### src/rtl/cplx_bfp_scale_if.sv
// Sample bus for the complex block-floating-point scaler: input sample, mode
// controls and the scaled output with its frame exponent and frame marker.
interface cplx_bfp_scale_if #(
  parameter int unsigned WL = 16,
  parameter int unsigned SW = 2
);
  logic          in_valid;
  logic [WL-1:0] in_r;
  logic [WL-1:0] in_i;
  logic          mode;
  logic [SW-1:0] fixed_shift;
  logic          out_valid;
  logic [WL-1:0] out_r;
  logic [WL-1:0] out_i;
  logic [SW-1:0] out_shift;
  logic          out_last;

  modport master (
    output in_valid, in_r, in_i, mode, fixed_shift,
    input  out_valid, out_r, out_i, out_shift, out_last
  );

  modport slave (
    input  in_valid, in_r, in_i, mode, fixed_shift,
    output out_valid, out_r, out_i, out_shift, out_last
  );
endinterface

### src/rtl/cplx_bfp_scale.sv
// Registered complex down-scaler with per-frame shift. Mode 0 applies a fixed
// (clamped) shift; mode 1 applies the shift derived from the previous frame's
// headroom. Three register stages: capture, rounding offset, shift/output.
module cplx_bfp_scale #(
  parameter int unsigned WL        = 16,
  parameter int unsigned MAX_SHIFT = 3,
  parameter int unsigned FRAME_LEN = 16,
  parameter int unsigned ROUND     = 1
) (
  input logic             clk,
  input logic             rst,
  cplx_bfp_scale_if.slave bus
);
  localparam int unsigned SW = $clog2(MAX_SHIFT + 1);
  localparam int unsigned CW = $clog2(FRAME_LEN);
  localparam int unsigned GB = MAX_SHIFT + 1;
  localparam int unsigned XW = WL + 1;
  localparam logic [SW-1:0] SMAX  = SW'(MAX_SHIFT);
  localparam logic [CW-1:0] CLAST = CW'(FRAME_LEN - 1);

  // Smallest shift leaving GB equal sign bits at the top of the word.
  function automatic logic [SW-1:0] need_of(input logic [WL-1:0] x);
    logic [WL-1:0] y;
    logic [SW-1:0] n;
    n = SMAX;
    for (int s = int'(MAX_SHIFT); s >= 0; s--) begin
      y = WL'($signed(x) >>> s);
      if ((&y[WL-1 -: GB]) || !(|y[WL-1 -: GB])) n = SW'(s);
    end
    return n;
  endfunction

  logic [CW-1:0]        count;
  logic [SW-1:0]        frame_shift, next_shift, run_max;
  logic [SW-1:0]        fix_clamp, sel_shift, need_re, need_im, smp_need, run_need;
  logic                 v1, last1, v2, last2;
  logic [WL-1:0]        r1, i1;
  logic [SW-1:0]        sh1, sh2;
  logic signed [XW-1:0] r2, i2, rnd, sum_r, sum_i;
  logic [WL-1:0]        shr_r, shr_i;

  // Shift for the current sample and its headroom contribution
  always_comb begin
    fix_clamp = (32'(bus.fixed_shift) > MAX_SHIFT) ? SMAX : bus.fixed_shift;
    sel_shift = frame_shift;
    if (count == '0) sel_shift = bus.mode ? next_shift : fix_clamp;
    need_re  = need_of(bus.in_r);
    need_im  = need_of(bus.in_i);
    smp_need = (need_im > need_re) ? need_im : need_re;
    run_need = (smp_need > run_max) ? smp_need : run_max;
  end

  // Rounding offset, widened add and final arithmetic shift
  always_comb begin
    rnd = '0;
    if (ROUND != 0 && sh1 != '0) rnd = XW'(1) << (sh1 - SW'(1));
    sum_r = $signed({r1[WL-1], r1}) + rnd;
    sum_i = $signed({i1[WL-1], i1}) + rnd;
    shr_r = WL'(r2 >>> sh2);
    shr_i = WL'(i2 >>> sh2);
  end

  // Frame counter, latched frame shift and running headroom maximum
  always_ff @(posedge clk or posedge rst) begin
    if (rst) begin
      count       <= '0;
      frame_shift <= SMAX;
      next_shift  <= SMAX;
      run_max     <= '0;
    end else if (bus.in_valid) begin
      frame_shift <= sel_shift;
      if (count == CLAST) begin
        count      <= '0;
        next_shift <= run_need;
        run_max    <= '0;
      end else begin
        count   <= count + CW'(1);
        run_max <= run_need;
      end
    end
  end

  // Stage 1: capture sample with its frame shift and end-of-frame flag
  always_ff @(posedge clk or posedge rst) begin
    if (rst) begin
      v1    <= 1'b0;
      r1    <= '0;
      i1    <= '0;
      sh1   <= '0;
      last1 <= 1'b0;
    end else begin
      v1    <= bus.in_valid;
      r1    <= bus.in_r;
      i1    <= bus.in_i;
      sh1   <= sel_shift;
      last1 <= bus.in_valid && (count == CLAST);
    end
  end

  // Stage 2: add the rounding offset at WL+1 bits
  always_ff @(posedge clk or posedge rst) begin
    if (rst) begin
      v2    <= 1'b0;
      r2    <= '0;
      i2    <= '0;
      sh2   <= '0;
      last2 <= 1'b0;
    end else begin
      v2    <= v1;
      r2    <= sum_r;
      i2    <= sum_i;
      sh2   <= sh1;
      last2 <= last1;
    end
  end

  // Output stage: shifted result, exponent and frame marker
  always_ff @(posedge clk or posedge rst) begin
    if (rst) begin
      bus.out_valid <= 1'b0;
      bus.out_r     <= '0;
      bus.out_i     <= '0;
      bus.out_shift <= '0;
      bus.out_last  <= 1'b0;
    end else begin
      bus.out_valid <= v2;
      bus.out_r     <= shr_r;
      bus.out_i     <= shr_i;
      bus.out_shift <= sh2;
      bus.out_last  <= v2 && last2;
    end
  end
endmodule

### src/flat_wrapper.sv
// flat-port wrapper written by rule: the top's interface ports become plain ports
module cplx_bfp_scale_flat 
#(
  parameter int unsigned WL        = 16,
  parameter int unsigned MAX_SHIFT = 3,
  parameter int unsigned FRAME_LEN = 16,
  parameter int unsigned ROUND     = 1
)
  (clk, rst, bus_in_valid, bus_in_r, bus_in_i, bus_mode, bus_fixed_shift, bus_out_valid, bus_out_r, bus_out_i, bus_out_shift, bus_out_last);
  cplx_bfp_scale_if #(.WL(WL), .SW((2))) bus_i ();
  input logic clk;
  input logic rst;
  input wire logic [$bits(bus_i.in_valid)-1:0] bus_in_valid;
  input wire logic [$bits(bus_i.in_r)-1:0] bus_in_r;
  input wire logic [$bits(bus_i.in_i)-1:0] bus_in_i;
  input wire logic [$bits(bus_i.mode)-1:0] bus_mode;
  input wire logic [$bits(bus_i.fixed_shift)-1:0] bus_fixed_shift;
  output wire logic [$bits(bus_i.out_valid)-1:0] bus_out_valid;
  output wire logic [$bits(bus_i.out_r)-1:0] bus_out_r;
  output wire logic [$bits(bus_i.out_i)-1:0] bus_out_i;
  output wire logic [$bits(bus_i.out_shift)-1:0] bus_out_shift;
  output wire logic [$bits(bus_i.out_last)-1:0] bus_out_last;
  assign bus_i.in_valid = bus_in_valid;
  assign bus_i.in_r = bus_in_r;
  assign bus_i.in_i = bus_in_i;
  assign bus_i.mode = bus_mode;
  assign bus_i.fixed_shift = bus_fixed_shift;
  assign bus_out_valid = bus_i.out_valid;
  assign bus_out_r = bus_i.out_r;
  assign bus_out_i = bus_i.out_i;
  assign bus_out_shift = bus_i.out_shift;
  assign bus_out_last = bus_i.out_last;
  cplx_bfp_scale #(.WL(WL), .MAX_SHIFT(MAX_SHIFT), .FRAME_LEN(FRAME_LEN), .ROUND(ROUND)) u_core (.clk(clk), .rst(rst), .bus(bus_i));
endmodule
### config.mk
export PLATFORM = sky130hd
export DESIGN_NAME = cplx_bfp_scale_flat
export DESIGN_NICKNAME = d
export VERILOG_FILES = /design/src/rtl/cplx_bfp_scale_if.sv /design/src/rtl/cplx_bfp_scale.sv /design/src/flat_wrapper.sv
export SDC_FILE = /design/constraint.sdc
export NUM_CORES = 1
export LEC_CHECK = 0
export CORE_AREA = 2 2 104 106
export DETAILED_ROUTE_END_ITERATION = 16
export DIE_AREA = 0 0 106 108
export PLACE_DENSITY = 0.73
export SYNTH_ARGS = -nofsm -noshare
export SYNTH_HDL_FRONTEND = slang
export SYNTH_SLANG_ARGS = --single-unit
### constraint.sdc
create_clock -name clk -period 8.8 [get_ports clk]
set_input_delay 2.64 -clock clk [delete_from_list [all_inputs] [get_ports clk]]
set_output_delay 2.64 -clock clk [all_outputs]
set_load 0.05 [all_outputs]
Yosys cells after proc, flatten, opt, wreduce, memory -nomap -nowiden:

Index checks and enable logic that the tools add are counted.

* register bits: 120
* input bits: 38
* output and inout bits: 36
* logic and storage cells: 71

* $add $sub $neg: 4
* $lt $le $gt $ge: 2
* equal/unequal tests: 1
* shifts and indexed selects: 3
* muxes and demuxes: 13
* reduce and logical (&&, ||, !) cells: 29

Operator list (count)
* adder 16 x 17 -> 17 bit: 2
* >>> shifter 17 x 2 -> 16 bit: 2
* 2-to-1 mux 2 bit: 9
* 2-to-1 mux 17 bit: 1
* << shifter 1 x 2 -> 17 bit, first input constant: 1
* AND reduction 4 bit: 2
* OR reduction 4 bit: 2
* logical NOT 1 bit: 6
* logical OR 1 bit: 6
* AND reduction 2 bit: 3
* AND reduction 3 bit: 2
* OR reduction 3 bit: 2
* adder 4 x 1 -> 4 bit, second input constant: 1
* == test 4 bit, second input constant: 1
* > comparator 2 bit: 2
* logical NOT 4 bit: 1
* 2-to-1 mux 4 bit: 1
* OR reduction 2 bit: 2
* logical AND 1 bit: 2
* 2-to-1 mux 1 bit: 2
* nonzero test 2 bit: 1
* subtractor 2 x 1 -> 2 bit, second input constant: 1

Longest topological paths before layout:

* depth after elaboration: 11
* gate-level depth with buffers: 12
* gate-level depth less buffers: 12

Least setup slack after synthesis:

OpenSTA, ideal clock, no wires.

* path kind: input to register
* from: in bus_in_i[14]
* to: reg u_core.run_max[0]
* library setup time: 104 ps
* data arrival time: 4266 ps
* data required time: 8696 ps
* setup slack: 4431 ps
* cell stages on the path: 10
* buffers on the path: 0
* cells stage by stage: inv_1 ha_1 nor3b_1 a31oi_1 nand3_1 ha_1 nand2b_1 a211oi_1 a32oi_1 o41ai_2

* longest elaborated chain between the ends: 11
* elaborated cells between the ends (all ways): 20
* classes of those cells: order compare (2); mux (6); reduce/logical (12)

Ends and longest elaborated chain
* start, declared: RTL line flat_wrapper.sv:15 `input wire logic [$bits(bus_i.in_i)-1:0] bus_in_i;`
* OR reduction 2 bit: RTL line cplx_bfp_scale.sv:28 `if ((&y[WL-1 -: GB]) || !(|y[WL-1 -: GB])) n = SW'(s);`
* logical NOT 1 bit: RTL line cplx_bfp_scale.sv:28
* logical OR 1 bit: RTL line cplx_bfp_scale.sv:28
* 2-to-1 mux 1 bit: RTL line cplx_bfp_scale.sv:28
* 2-to-1 mux 2 bit: RTL line cplx_bfp_scale.sv:28
* 2-to-1 mux 2 bit *: RTL line cplx_bfp_scale.sv:28
* > comparator 2 bit: RTL line cplx_bfp_scale.sv:49 `smp_need = (need_im > need_re) ? need_im : need_re;`
* 2-to-1 mux 2 bit *: RTL line cplx_bfp_scale.sv:49
* > comparator 2 bit: RTL line cplx_bfp_scale.sv:50 `run_need = (smp_need > run_max) ? smp_need : run_max;`
* 2-to-1 mux 2 bit *: RTL line cplx_bfp_scale.sv:50
* 2-to-1 mux 2 bit *: RTL line cplx_bfp_scale.sv:72 `if (count == CLAST) begin`
* end signal, assigned: RTL line cplx_bfp_scale.sv:78 `run_max <= run_need;`
* end, declared: RTL line cplx_bfp_scale.sv:34 `logic [SW-1:0] frame_shift, next_shift, run_max;`

Mark *: on every way between the ends. The rest lies on a longest branch, timed or not.
A chain may end at the register's enable or synchronous reset.

Worst setup path in the final report:

Same ends and word-level chain as after synthesis.

==> impl_metrics.tcl <==
set metrics [dict create \
    drive_gt1_frac 0.172 \
    grt_start_max_net_pins 84 \
    yosys_warnings 0 \
    synth.area.top_cells "sky130_fd_sc_hd__dfrtp_1, sky130_fd_sc_hd__mux4_2, sky130_fd_sc_hd__ha_1, sky130_fd_sc_hd__xnor2_1, sky130_fd_sc_hd__dfstp_2" \
    finalClockSkew_ns 0.00740 \
    holdCritStartpoint "u_core.v1" \
    synthCells 348 \
    critPathLaunch "bus_in_i[14]" \
    ctsHtreeMaxLevel 4 \
    comb_power_share 0.374 \
    irDropWorstVdd_v 0.000161 \
    finalHoldViolations 0 \
    ctsLongestPathBuffers 2 \
    synth-seq-cells 120 \
    die-area_um2 11400 \
    synth_top_area_share 0.576 \
    cp.arrival_ns 5.07 \
    total_number_of_nets_in_the_final_design 494 \
    cells_resized_by_post_cts_repair 0 \
    seq_power_share 0.330 \
    row_count 37 \
    power_switching_share 0.340 \
    vias 2971 \
    ctsRootBufferMaster "sky130_fd_sc_hd__clkbuf_8" \
    critPathMaxFanout 5 \
    initial_utilization 0.493 \
    post-route-util 0.639 \
    period_needed_ns 4.66 \
    totalWireLength_um 8830 \
    grtUsageTotal 0.174 \
    io-pin-count 74 \
    route.detailed.vias_per_inst 5.09 \
    postSynthAreaPerCell_um2 14.5 \
    mostFrequentLayoutCell "sky130_fd_sc_hd__dfrtp_1" \
    critPathCaptureType "register" \
    hold_crit_class "register to register" \
    slew_violations 0 \
    internal_power_mw 1.56 \
    critPathLaunchType "primary input" \
    floorplan.die.width_um 106 \
    seq_area_frac_synth 0.597 \
    highest_routed_layer "met4" \
    power_density_nw_per_um2 361 \
    most-common-layout-cells "sky130_fd_sc_hd__dfrtp_1, sky130_fd_sc_hd__clkdlybuf4s50_1, sky130_fd_sc_hd__mux4_2" \
    power.switching_uw 801 \
    maximum_clock_frequency_mhz 214 \
    path_clk_slew_ns 0.06 \
    synthDominantAreaCellType "sky130_fd_sc_hd__dfrtp_1" \
    wl_per_cell_um 15.1 \
    yosys.cell_types.count 41 \
    post_cts_buffers 0 \
    tritoncts "done" \
    antenna_cells 0 \
    worst_hold_slack_ns 0.355 \
    worst_slew_pin_slew_ns 0.964 \
    pwr-share-clk 0.296 \
    setup_violations 0 \
    wl_met1_um 3850 \
    flow.area_growth_from_synthesis_pct 29.6 \
    drt-pass1-iter-count 4 \
    timing.setup.critical_path_class "primary input to register" \
    gpl.final_weighted_congestion 0.795 \
    portBuffers 73 \
    drt.antenna.violating_nets 0 \
    first_iter_violations 164 \
    run_status "finished clean" \
    synth.cell_area_um2 5040 \
    via_count_of_the_first_global_routing_pass 3099 \
    clock_sink_count 120 \
    worst_skew_pair.late_latency_ns 0.51 \
    power.static_leakage_nw 2.81 \
    grt_setup_unrepaired "no" \
    antenna_found_initial 0 \
    min_period_over_period 0.530 \
    slew_headroom 0.357 \
    route.detailed.drc 0 \
    cts_hold_buffers 0 \
    required_time_reported_for_the_critical_path_endpoint_ns 9.21 \
    maxCapViolCount 0 \
    r2r_start "u_core.sh1[1]" \
    routed-wl-met2_um 4460 \
    met3_length_um 411 \
    final.setup.tns_ns 0 \
    core_area_um2 10200 \
    numCtsBuffers 17 \
    grt_pass1_wl_um 15200 \
    grt_overflow 0 \
    die_height_um 108 \
    dp_hpwl_um 6110 \
]
## Yosys cell counts
| cell | number |
|---|---|
| sky130_fd_sc_hd__nand4b_1 | 1 |
| sky130_fd_sc_hd__ha_1 | 19 |
| sky130_fd_sc_hd__inv_1 | 25 |
| sky130_fd_sc_hd__nand3_1 | 17 |
| sky130_fd_sc_hd__o211ai_2 | 2 |
| sky130_fd_sc_hd__buf_4 | 4 |
| sky130_fd_sc_hd__a211oi_1 | 1 |
| sky130_fd_sc_hd__nor2b_1 | 3 |
| sky130_fd_sc_hd__dfrtp_1 | 116 |
| sky130_fd_sc_hd__buf_2 | 3 |
| sky130_fd_sc_hd__mux2i_1 | 2 |
| sky130_fd_sc_hd__nor2_1 | 7 |
| sky130_fd_sc_hd__nand2_1 | 16 |
| sky130_fd_sc_hd__nand4_1 | 6 |
| sky130_fd_sc_hd__and3_1 | 7 |
| sky130_fd_sc_hd__xnor2_1 | 23 |
| sky130_fd_sc_hd__o21a_1 | 2 |
| sky130_fd_sc_hd__nor3b_1 | 3 |
| sky130_fd_sc_hd__fa_1 | 2 |
| sky130_fd_sc_hd__conb_1 | 1 |
| sky130_fd_sc_hd__or3_1 | 3 |
| sky130_fd_sc_hd__o41ai_1 | 1 |
| sky130_fd_sc_hd__nand2b_1 | 3 |
| sky130_fd_sc_hd__clkbuf_2 | 1 |
| sky130_fd_sc_hd__a21oi_1 | 8 |
| sky130_fd_sc_hd__a32oi_1 | 1 |
| sky130_fd_sc_hd__clkbuf_1 | 1 |
| sky130_fd_sc_hd__o41ai_2 | 1 |
| sky130_fd_sc_hd__a31oi_1 | 2 |
| sky130_fd_sc_hd__dfstp_2 | 4 |
| sky130_fd_sc_hd__and2_1 | 5 |
| sky130_fd_sc_hd__xor2_1 | 4 |
| sky130_fd_sc_hd__o22ai_1 | 1 |
| sky130_fd_sc_hd__o21ai_0 | 7 |
| sky130_fd_sc_hd__a41oi_1 | 2 |
| sky130_fd_sc_hd__and4_1 | 1 |
| sky130_fd_sc_hd__o21bai_1 | 3 |
| sky130_fd_sc_hd__mux2_2 | 8 |
| sky130_fd_sc_hd__o31a_1 | 2 |
| sky130_fd_sc_hd__nand3b_1 | 2 |
| sky130_fd_sc_hd__mux4_2 | 28 |
## critical path, cell delays in order
cell	delay, ns
sky130_fd_sc_hd__clkdlybuf4s50_1	0.55
sky130_fd_sc_hd__inv_1	0.06
sky130_fd_sc_hd__ha_1	0.18
sky130_fd_sc_hd__nor3b_1	0.13
sky130_fd_sc_hd__a31oi_1	0.29
sky130_fd_sc_hd__nand3_1	0.15
sky130_fd_sc_hd__ha_1	0.33
sky130_fd_sc_hd__nand2b_1	0.16
sky130_fd_sc_hd__a211oi_1	0.24
sky130_fd_sc_hd__a32oi_1	0.12
sky130_fd_sc_hd__o41ai_2	0.22
## registers in the layout (all words and copies together), names as in the netlist, 4 cells and up
name / count
u_core.r1: 16
u_core.bus.out_r: 16
u_core.i1: 16
u_core.count: 4
u_core.r2: 17
u_core.bus.out_i: 16
u_core.i2: 17
## per-layer routing
metal,track usage,vias to the layer above
met3,0.0482,9
met5,0,-
met4,0.0761,0
met1,0.222,1469
met2,0.282,83
li1,-,1410
## logic make-up (layout without fill, tap and decap cells)
| kind of cell | count (synthesis) | in the layout | synth area share |
|---|---|---|---|
| AOI/OAI and AO/OA | 33 | 33 | 0.0462 |
| xor gates and xnor gates | 27 | 27 | 0.0469 |
| adders and majority gates | 21 | 21 | 0.0551 |
| buffers and inverters | 34 | 133 | 0.0293 |
| DFF | 120 | 120 | 0.597 |
| muxes | 38 | 38 | 0.147 |
| other | 1 | 2 | 0.000744 |
| and+or+nand+nor | 74 | 74 | 0.0784 |
## power by group through the flow
stage | logic, mW | registers [mW] | clock network, mW
global placement | 0.868 | 0.782 | 0
finish | 0.882 | 0.777 | 0.698
global route | 0.942 | 0.794 | 0.736
CTS | 0.890 | 0.778 | 0.711
detailed placement | 0.883 | 0.784 | 0
floorplan | 0.370 | 1.05 | 0
## per-stage QoR
step | worst slack (ns) | power (mW) | instance area [um2] | cells
2_1_floorplan | 2.98 | 1.42 | 5050 | 349
3_3_place_gp | 3.74 | 1.65 | 5920 | 552
3_5_place_dp | 3.65 | 1.67 | 5920 | 552
4_1_cts | 4.16 | 2.38 | 6540 | 584
5_1_grt | 3.93 | 2.47 | 6540 | 584
6_report | 4.14 | 2.36 | 6540 | 584
## layout make-up
cell class | instances | area [um2]
multi-input combinational | 195 | 1890
clock buffer | 25 | 504
inverter | 25 | 96.3
timing repair buffer | 76 | 753
sequential | 120 | 3010
fill | 727 | 3700
clock inverter | 7 | 113
tap | 136 | 170
## final timing paths
path                                     end  slack (ns)  cells after the start
min in group asynchronous    u_core.count[1]        2.49                      2
min reg2reg                        u_core.v2        0.36                      0
max                        u_core.run_max[0]        4.14                     11
max in group asynchronous      u_core.i2[14]        4.97                      3
min                                u_core.v2        0.36                      0
max reg2reg                    u_core.r2[12]        6.61                      8
No activity file was read; power rests on OpenSTA's default activity.
